`src/rtl/asap_core.sv`:
```
// Single-module accumulator CPU: SAP-1 style fetch/execute sequencer, A/B registers,
// carry/zero flags and an internal RAM that an external loader can write at any time.
module asap_core #(
   parameter int DATA_W = 8
) (
   input  logic              clk,
   input  logic              rst,
   input  logic              en,
   input  logic              prog_we,
   input  logic [DATA_W-5:0] prog_addr,
   input  logic [DATA_W-1:0] prog_data,
   output logic [DATA_W-1:0] out,
   output logic              out_valid,
   output logic              halted,
   output logic [DATA_W-5:0] pc,
   output logic [DATA_W-1:0] acc,
   output logic              cf,
   output logic              zf
);

   localparam int ADDR_W = DATA_W - 4;
   localparam int DEPTH  = 1 << ADDR_W;

   localparam logic [2:0] S_T0   = 3'd0;
   localparam logic [2:0] S_T1   = 3'd1;
   localparam logic [2:0] S_T2   = 3'd2;
   localparam logic [2:0] S_T3   = 3'd3;
   localparam logic [2:0] S_T4   = 3'd4;
   localparam logic [2:0] S_HALT = 3'd5;

   localparam logic [3:0] OP_LDA = 4'h1;
   localparam logic [3:0] OP_ADD = 4'h2;
   localparam logic [3:0] OP_SUB = 4'h3;
   localparam logic [3:0] OP_STA = 4'h4;
   localparam logic [3:0] OP_LDI = 4'h5;
   localparam logic [3:0] OP_JMP = 4'h6;
   localparam logic [3:0] OP_JC  = 4'h7;
   localparam logic [3:0] OP_JZ  = 4'h8;
   localparam logic [3:0] OP_OUT = 4'hE;
   localparam logic [3:0] OP_HLT = 4'hF;

   localparam logic [ADDR_W-1:0] PC_ONE  = 1;
   localparam logic [DATA_W:0]   ALU_ONE = 1;

   logic [2:0]        state_q, state_d;
   logic [ADDR_W-1:0] pc_q, pc_d, mar_q, mar_d;
   logic [DATA_W-1:0] a_q, a_d, b_q, b_d, ir_q, ir_d, out_q, out_d;
   logic              cf_q, cf_d, zf_q, zf_d, out_valid_q, out_valid_d;

   logic [DATA_W-1:0] mem [0:DEPTH-1];
   logic [DATA_W-1:0] ram_rd;
   logic [3:0]        opcode;
   logic [ADDR_W-1:0] operand;
   logic [DATA_W:0]   alu_res;
   logic              core_we;

   assign ram_rd  = mem[mar_q];
   assign opcode  = ir_q[DATA_W-1:DATA_W-4];
   assign operand = ir_q[ADDR_W-1:0];

   // SUB is A + ~B + 1, so the carry out means "no borrow" (A >= B).
   always_comb begin
      if (opcode == OP_SUB) alu_res = {1'b0, a_q} + {1'b0, ~b_q} + ALU_ONE;
      else                  alu_res = {1'b0, a_q} + {1'b0, b_q};
   end

   assign core_we = en && !rst && (state_q == S_T3) && (opcode == OP_STA);

   always_comb begin
      state_d     = state_q;
      pc_d        = pc_q;
      mar_d       = mar_q;
      a_d         = a_q;
      b_d         = b_q;
      ir_d        = ir_q;
      out_d       = out_q;
      cf_d        = cf_q;
      zf_d        = zf_q;
      out_valid_d = 1'b0;
      if (en) begin
         case (state_q)
            S_T0: begin
               mar_d   = pc_q;
               state_d = S_T1;
            end
            S_T1: begin
               ir_d    = ram_rd;
               pc_d    = pc_q + PC_ONE;
               state_d = S_T2;
            end
            S_T2: begin
               state_d = S_T0;
               case (opcode)
                  OP_LDA, OP_ADD, OP_SUB, OP_STA: begin
                     mar_d   = operand;
                     state_d = S_T3;
                  end
                  OP_LDI: a_d = {4'b0000, operand};
                  OP_JMP: pc_d = operand;
                  OP_JC:  if (cf_q) pc_d = operand;
                  OP_JZ:  if (zf_q) pc_d = operand;
                  OP_OUT: begin
                     out_d       = a_q;
                     out_valid_d = 1'b1;
                  end
                  OP_HLT: state_d = S_HALT;
                  default: ;
               endcase
            end
            S_T3: begin
               state_d = S_T0;
               if (opcode == OP_LDA) a_d = ram_rd;
               if (opcode == OP_ADD || opcode == OP_SUB) begin
                  b_d     = ram_rd;
                  state_d = S_T4;
               end
            end
            S_T4: begin
               a_d     = alu_res[DATA_W-1:0];
               cf_d    = alu_res[DATA_W];
               zf_d    = (alu_res[DATA_W-1:0] == '0);
               state_d = S_T0;
            end
            S_HALT: state_d = S_HALT;
            default: state_d = S_T0;
         endcase
      end
   end

   always_ff @(posedge clk) begin
      if (rst) begin
         state_q     <= S_T0;
         pc_q        <= '0;
         mar_q       <= '0;
         a_q         <= '0;
         b_q         <= '0;
         ir_q        <= '0;
         out_q       <= '0;
         cf_q        <= 1'b0;
         zf_q        <= 1'b0;
         out_valid_q <= 1'b0;
      end else begin
         state_q     <= state_d;
         pc_q        <= pc_d;
         mar_q       <= mar_d;
         a_q         <= a_d;
         b_q         <= b_d;
         ir_q        <= ir_d;
         out_q       <= out_d;
         cf_q        <= cf_d;
         zf_q        <= zf_d;
         out_valid_q <= out_valid_d;
      end
   end

   // Loader write comes second so it wins an address collision with STA.
   always_ff @(posedge clk) begin
      if (core_we) mem[mar_q] <= a_q;
      if (prog_we) mem[prog_addr] <= prog_data;
   end

   assign out       = out_q;
   assign out_valid = out_valid_q;
   assign halted    = (state_q == S_HALT);
   assign pc        = pc_q;
   assign acc       = a_q;
   assign cf        = cf_q;
   assign zf        = zf_q;

endmodule

```
`config.mk`:
```
export PLATFORM = sky130hd
export DESIGN_NAME = asap_core
export DESIGN_NICKNAME = d
export VERILOG_FILES = /design/src/rtl/asap_core.sv
export SDC_FILE = /design/constraint.sdc
export NUM_CORES = 1
export LEC_CHECK = 0
export CORE_ASPECT_RATIO = 1.75
export CORE_UTILIZATION = 60
export CTS_CLUSTER_SIZE = 25
export DETAILED_ROUTE_END_ITERATION = 16
export PLACE_DENSITY = 0.86
export SYNTH_ARGS = -nofsm -noshare
export SYNTH_HDL_FRONTEND = slang
export SYNTH_SLANG_ARGS = --single-unit
```
`constraint.sdc`:
```
create_clock -name clk -period 3.2 [get_ports clk]
set_input_delay 0.48 -clock clk [delete_from_list [all_inputs] [get_ports clk]]
set_output_delay 0.48 -clock clk [all_outputs]
set_load 0.02 [all_outputs]
```
==> out/qor.yml, run 1 <==
totalWireLength_mm: 26.1
antenna_found_initial: 0
synth.avg_cell_area_um2: 12.7
path_cells: "inv_1, fa_1, o21ba_2, nor2_1, nor3_1, a21oi_1, xnor2_1, or4_1, o41ai_2"
max-vdd-ir-drop_uv: 323
synth_top_cells_by_count: "128 x edfxtp_1, 108 x mux2_2, 63 x nand2_1, 55 x nor2_1, 50 x dfxtp_1"
synth.largest_area_cell: "edfxtp_1"
critPathSlowestCell: "or4_1"
yosys_register_bits: 178
r2r_slack_ps: 530
place_congestion: 0.953
drcViolationCount: 0
drt_iter0_markers: 630
grt_pass1_wl_mm: 39.1
syn_inst: 736
cp.arrival_ps: 3000
min_from: "out[3]"
nets: 822
cts_buffer_depth: 2
critical_path.startpoint_type: "flop"
hold_class: "reg -> reg"
syn_area_um2: 9350
ys_async_sr_fraction: 0
syn_nets: 772
grt_max_degree: 33
critPathLaunch: "acc[1]"
synth.most_common_cell: "edfxtp_1"
areaGrowthSynthToFinish_pct: 14.6
num_vias: 6769
nFillCells: 1034
clkSinkCount: 178
cts_resized: 0
p_total_w: 0.00528
p_per_area_nw_per_um2: 493
finalSetupTns_ps: 0
port_buffers: 39
period_needed_ps: 2670
hold_viol_final: 0
yosysTopAreaCellShare: 0.411
critical_path_buf_inv_count: 1
grt_use_total: 0.343
drv_cap: 0
fin_skew_ps: 8.84
endpoint_kind: "flop"
multi_input_area_um2: 4220
critPathMaxFanout: 6
vias_per_cell: 6.87
detail-route-antenna-nets: 0
die_area_um2: 16100
start_util: 0.610
synth_edf_count: 128
worstSkewPairLatency_ps: 430
fin_crit_sh: 0.835
slowest_delay_ps: 530
ys_types: 55
fp-row-count: 60
fin_util: 0.700
post_cts_buffers: 0
cts_tree: "done"
regArea_um2: 4850
outcome: "finished, final reports clean"
worst_slack_ps: 529
overflow: 0
drv_slew: 0
core_area_um2: 15300
cts_hold_buf: 0
drive_gt1_frac: 0.285
cp_top_family: "compound AO/OA/AOI/OAI gates"
cts_htree_levels: 4
yosysWarnings: 0
clockRootBuffer: "clkbuf_16"
fp.dieH_um: 167
yosys-top-cells-area: "edfxtp_1 41%, mux2_2 13%, dfxtp_1 11%"
first_pass_iters: 5
rsz0062_at_grt: "no"
crit_required_ps: 3530
synth-main-ff-cell: "edfxtp_1"
n_antenna_cell: 0
tightestPinTransition_ps: 905
clk_pin_slew_ps: 70
cts_buffers: 17
path_class: "reg -> reg"
dp_slack_ps: 537
max_freq_mhz: 374
p_leak_nw: 3.70
dp_hpwl_mm: 17.9
synth-seq-area-share: 0.518
max_slew_margin: 0.392
reg2reg_from: "acc[1]"
grt_pass1_vias: 6779
wl_per_cell_um: 26.4
die_x_um: 96.3
ios: 40
setup_viol: 0
[flip-flops by register name, indices dropped and copies added, names as in the netlist, named ones only]
register and flops:
mem 128, acc 8, b_q 8, ir_q 8, out 8, mar_q 4
pc 4, state_q 3, cf 1, out_valid 1, zf 1
[worst register-to-register path, cell delays in order (launching register included)]
cell and delay, ps:
dfxtp_1 440, inv_1 150, fa_1 480, o21ba_2 230
nor2_1 100, nor3_1 50, a21oi_1 170, xnor2_1 100
or4_1 530, o41ai_2 320
[cell usage in the layout, fill, tap and decap left out, types with 18 or more instances in the layout]
cell,synthesis,layout
buf_4,3,43
mux2_2,108,108
clkdlybuf4s50_1,0,39
edfxtp_1,128,128
clkbuf_16,0,20
dfxtp_1,50,49
ha_1,18,18
nor2_1,55,55
o21ai_0,32,32
a21oi_1,20,20
mux4_2,39,39
nand2_1,63,63
mux2i_1,23,23
[routing by layer]
layer	track usage	share of wire
met1	0.362	0.32
met2	0.581	0.52
met3	0.0804	0.074
met4	0.244	0.082
met5	0	0
[stage by stage]
step | hold WS (ps) | area (um^2) | std cells
after global placement | 471 | 10100 | 953
after global routing | 529 | 10700 | 985
final | 502 | 10700 | 985
after CTS | 506 | 10700 | 985
after floorplan | 449 | 9350 | 736
after detailed placement | 487 | 10100 | 953
[where the power goes]
| part | internal, W | switching [W] | total (W) |
|---|---|---|---|
| sequential | 0.00251 | 0.0000486 | 0.00256 |
| clock | 0.00127 | 0.000907 | 0.00217 |
| combinational | 0.000236 | 0.000313 | 0.000550 |
[logic make-up after synthesis]
logic type      synth area share
xor+xnor                 0.00656
simple gates              0.0946
fa+ha+maj                 0.0284
compound gates            0.0734
mux                        0.249
flops                      0.518
buf+inv                   0.0300
[path summary, 6_finish.rpt]
check | end | depth (start not counted)
worst max register to register | zf | 9
worst min register to register | out[3] | 2
worst min-delay path | out[3] | 2
worst max-delay path | zf | 9
[area by class of cell]
type | count | share of cell area
Sequential cell | 178 | 0.452
Multi-Input combinational cell | 490 | 0.394
Timing Repair Buffer | 83 | 0.0684
Clock buffer | 24 | 0.0500
Tap cell | 186 | 0.0217
Clock inverter | 8 | 0.00783
Inverter | 16 | 0.00561
No activity file was read; power rests on OpenSTA's default activity.
==> inputs of run 2 (changes only) <==
- CORE_UTILIZATION: 60 -> 55
- PLACE_DENSITY: 0.86 -> 0.83
- clock period: 3.2 -> 2.2 ns (I/O delays scaled with it)
==> out/qor.yml, run 2 (same netlist as run 1, synthesis figures left out) <==
drt_iter0_markers: 671
die_x_um: 101
fin_skew_ps: 11.6
setup_viol: 2
grt_use_total: 0.321
cts_hold_buf: 0
max-vdd-ir-drop_uv: 470
cp.arrival_ps: 2790
critical_path_buf_inv_count: 1
path_class: "reg -> reg"
worstSkewPairLatency_ps: 440
critical_path.startpoint_type: "flop"
multi_input_area_um2: 4410
p_leak_nw: 4.18
antenna_found_initial: 0
port_buffers: 39
nets: 898
core_area_um2: 16500
drcViolationCount: 0
dp_hpwl_mm: 18.7
crit_required_ps: 2540
grt_max_degree: 27
clkSinkCount: 178
detail-route-antenna-nets: 0
final_cell_mix: "128 x edfxtp_1, 108 x mux2_2, 106 x buf_4, 61 x nand2_1, 54 x nor2_1"
slowest_delay_ps: 530
tightestPinTransition_ps: 637
stdcell_count: 1099
drv_slew: 0
die_area_um2: 17500
period_needed_ps: 2450
cts_buffers: 17
largest_register_ffs: 128
rsz0062_at_grt: "yes"
ios: 40
grt.busiest_layer: "met2"
cts_tree: "done"
overflow: 0
cts_htree_levels: 4
nFillCells: 1020
first_pass_iters: 5
endpoint_kind: "flop"
path_cells: "buf_6, ha_4, fa_1, mux2i_1, or4_1, or4_4, o41ai_2"
regMostFlops: "mem"
use_met1: 0.336
fp.dieH_um: 174
grt_pass1_wl_mm: 41.0
fin_crit_sh: 1.11
drive_gt1_frac: 0.395
vias_per_cell: 6.45
hold_class: "reg -> reg"
cts_buffer_depth: 2
fp-row-count: 62
hold_viol_final: 0
violations: "setup timing"
outcome: "finished with violations"
critPathSlowestCell: "or4_4"
drv_cap: 0
clk_pin_slew_ps: 70
n_antenna_cell: 0
totalWireLength_mm: 26.9
p_per_area_nw_per_um2: 654
num_vias: 7094
worst_slack_ps: -246
place_inst: 1060
grtUsageMet3: 0.0583
clockRootBuffer: "clkbuf_16"
max_freq_mhz: 409
use_met2: 0.552
grt_pass1_vias: 7330
max_slew_margin: 0.574
critPathMaxFanout: 2
start_util: 0.566
dp_slack_ps: -229
final_common_cell: "edfxtp_1"
wl_per_cell_um: 24.5
place_congestion: 0.933
cp_top_family: "simple AND/OR/NAND/NOR gates"
areaGrowthSynthToFinish_pct: 24.5
regArea_um2: 4860
-- run 2: stage by stage --
stage / utilization / hold WS [ps] / power, W / TNS [ps] / instance area, um^2
4_1_cts: 0.695 / 488 / 0.00757 / -266 / 11500
6_report: 0.704 / 486 / 0.00761 / -297 / 11600
3_3_place_gp: 0.658 / 465 / 0.00460 / -1830 / 10900
3_5_place_dp: 0.658 / 475 / 0.00464 / -5560 / 10900
5_1_grt: 0.704 / 516 / 0.00780 / -505 / 11600
2_1_floorplan: - / 449 / 0.00429 / -250 / 9440
-- run 2: where the power goes --
group          switching [W]  leakage, nW  internal, W
Sequential         0.0000638         1.52      0.00365
Clock                0.00127        0.287      0.00172
Combinational       0.000472         2.37     0.000437
-- run 2: area by class of cell --
| class | instances | share of cell area |
|---|---|---|
| Inverter | 16 | 0.00516 |
| Sequential cell | 178 | 0.418 |
| Timing Repair Buffer | 159 | 0.125 |
| Tap cell | 224 | 0.0241 |
| Clock inverter | 8 | 0.00624 |
| Multi-Input combinational cell | 490 | 0.379 |
| Clock buffer | 24 | 0.0432 |
-- run 2: path summary, 6_finish.rpt --
path / from / end / slack [ps] / cells after the start
setup / recovery: b_q[0] / zf / -250 / 7
hold / removal: ir_q[6] / ir_q[6] / 490 / 2
setup reg to reg: b_q[0] / zf / -250 / 7
hold reg to reg: ir_q[6] / ir_q[6] / 490 / 2
-- run 2: per-layer routing --
layer | wire, um | share of wire | vias up
met3 | 1310 | 0.049 | 133
met2 | 14300 | 0.53 | 372
li1 | - | - | 3043
met1 | 9070 | 0.34 | 3546
met4 | 2210 | 0.082 | 0
met5 | 0 | 0 | -
-- run 2: worst register-to-register path: stages (launching register included) --
cell and delay [ps]:
dfxtp_2 350, buf_6 130, ha_4 150, fa_1 480
mux2i_1 90, or4_1 420, or4_4 530, o41ai_2 200
-- run 2: what timing repair did --
item,4_1_cts,5_1_grt
buffers inserted,1,6
setup endpoints to repair,6,157
gates resized for setup,11,25
pin swaps,1,6
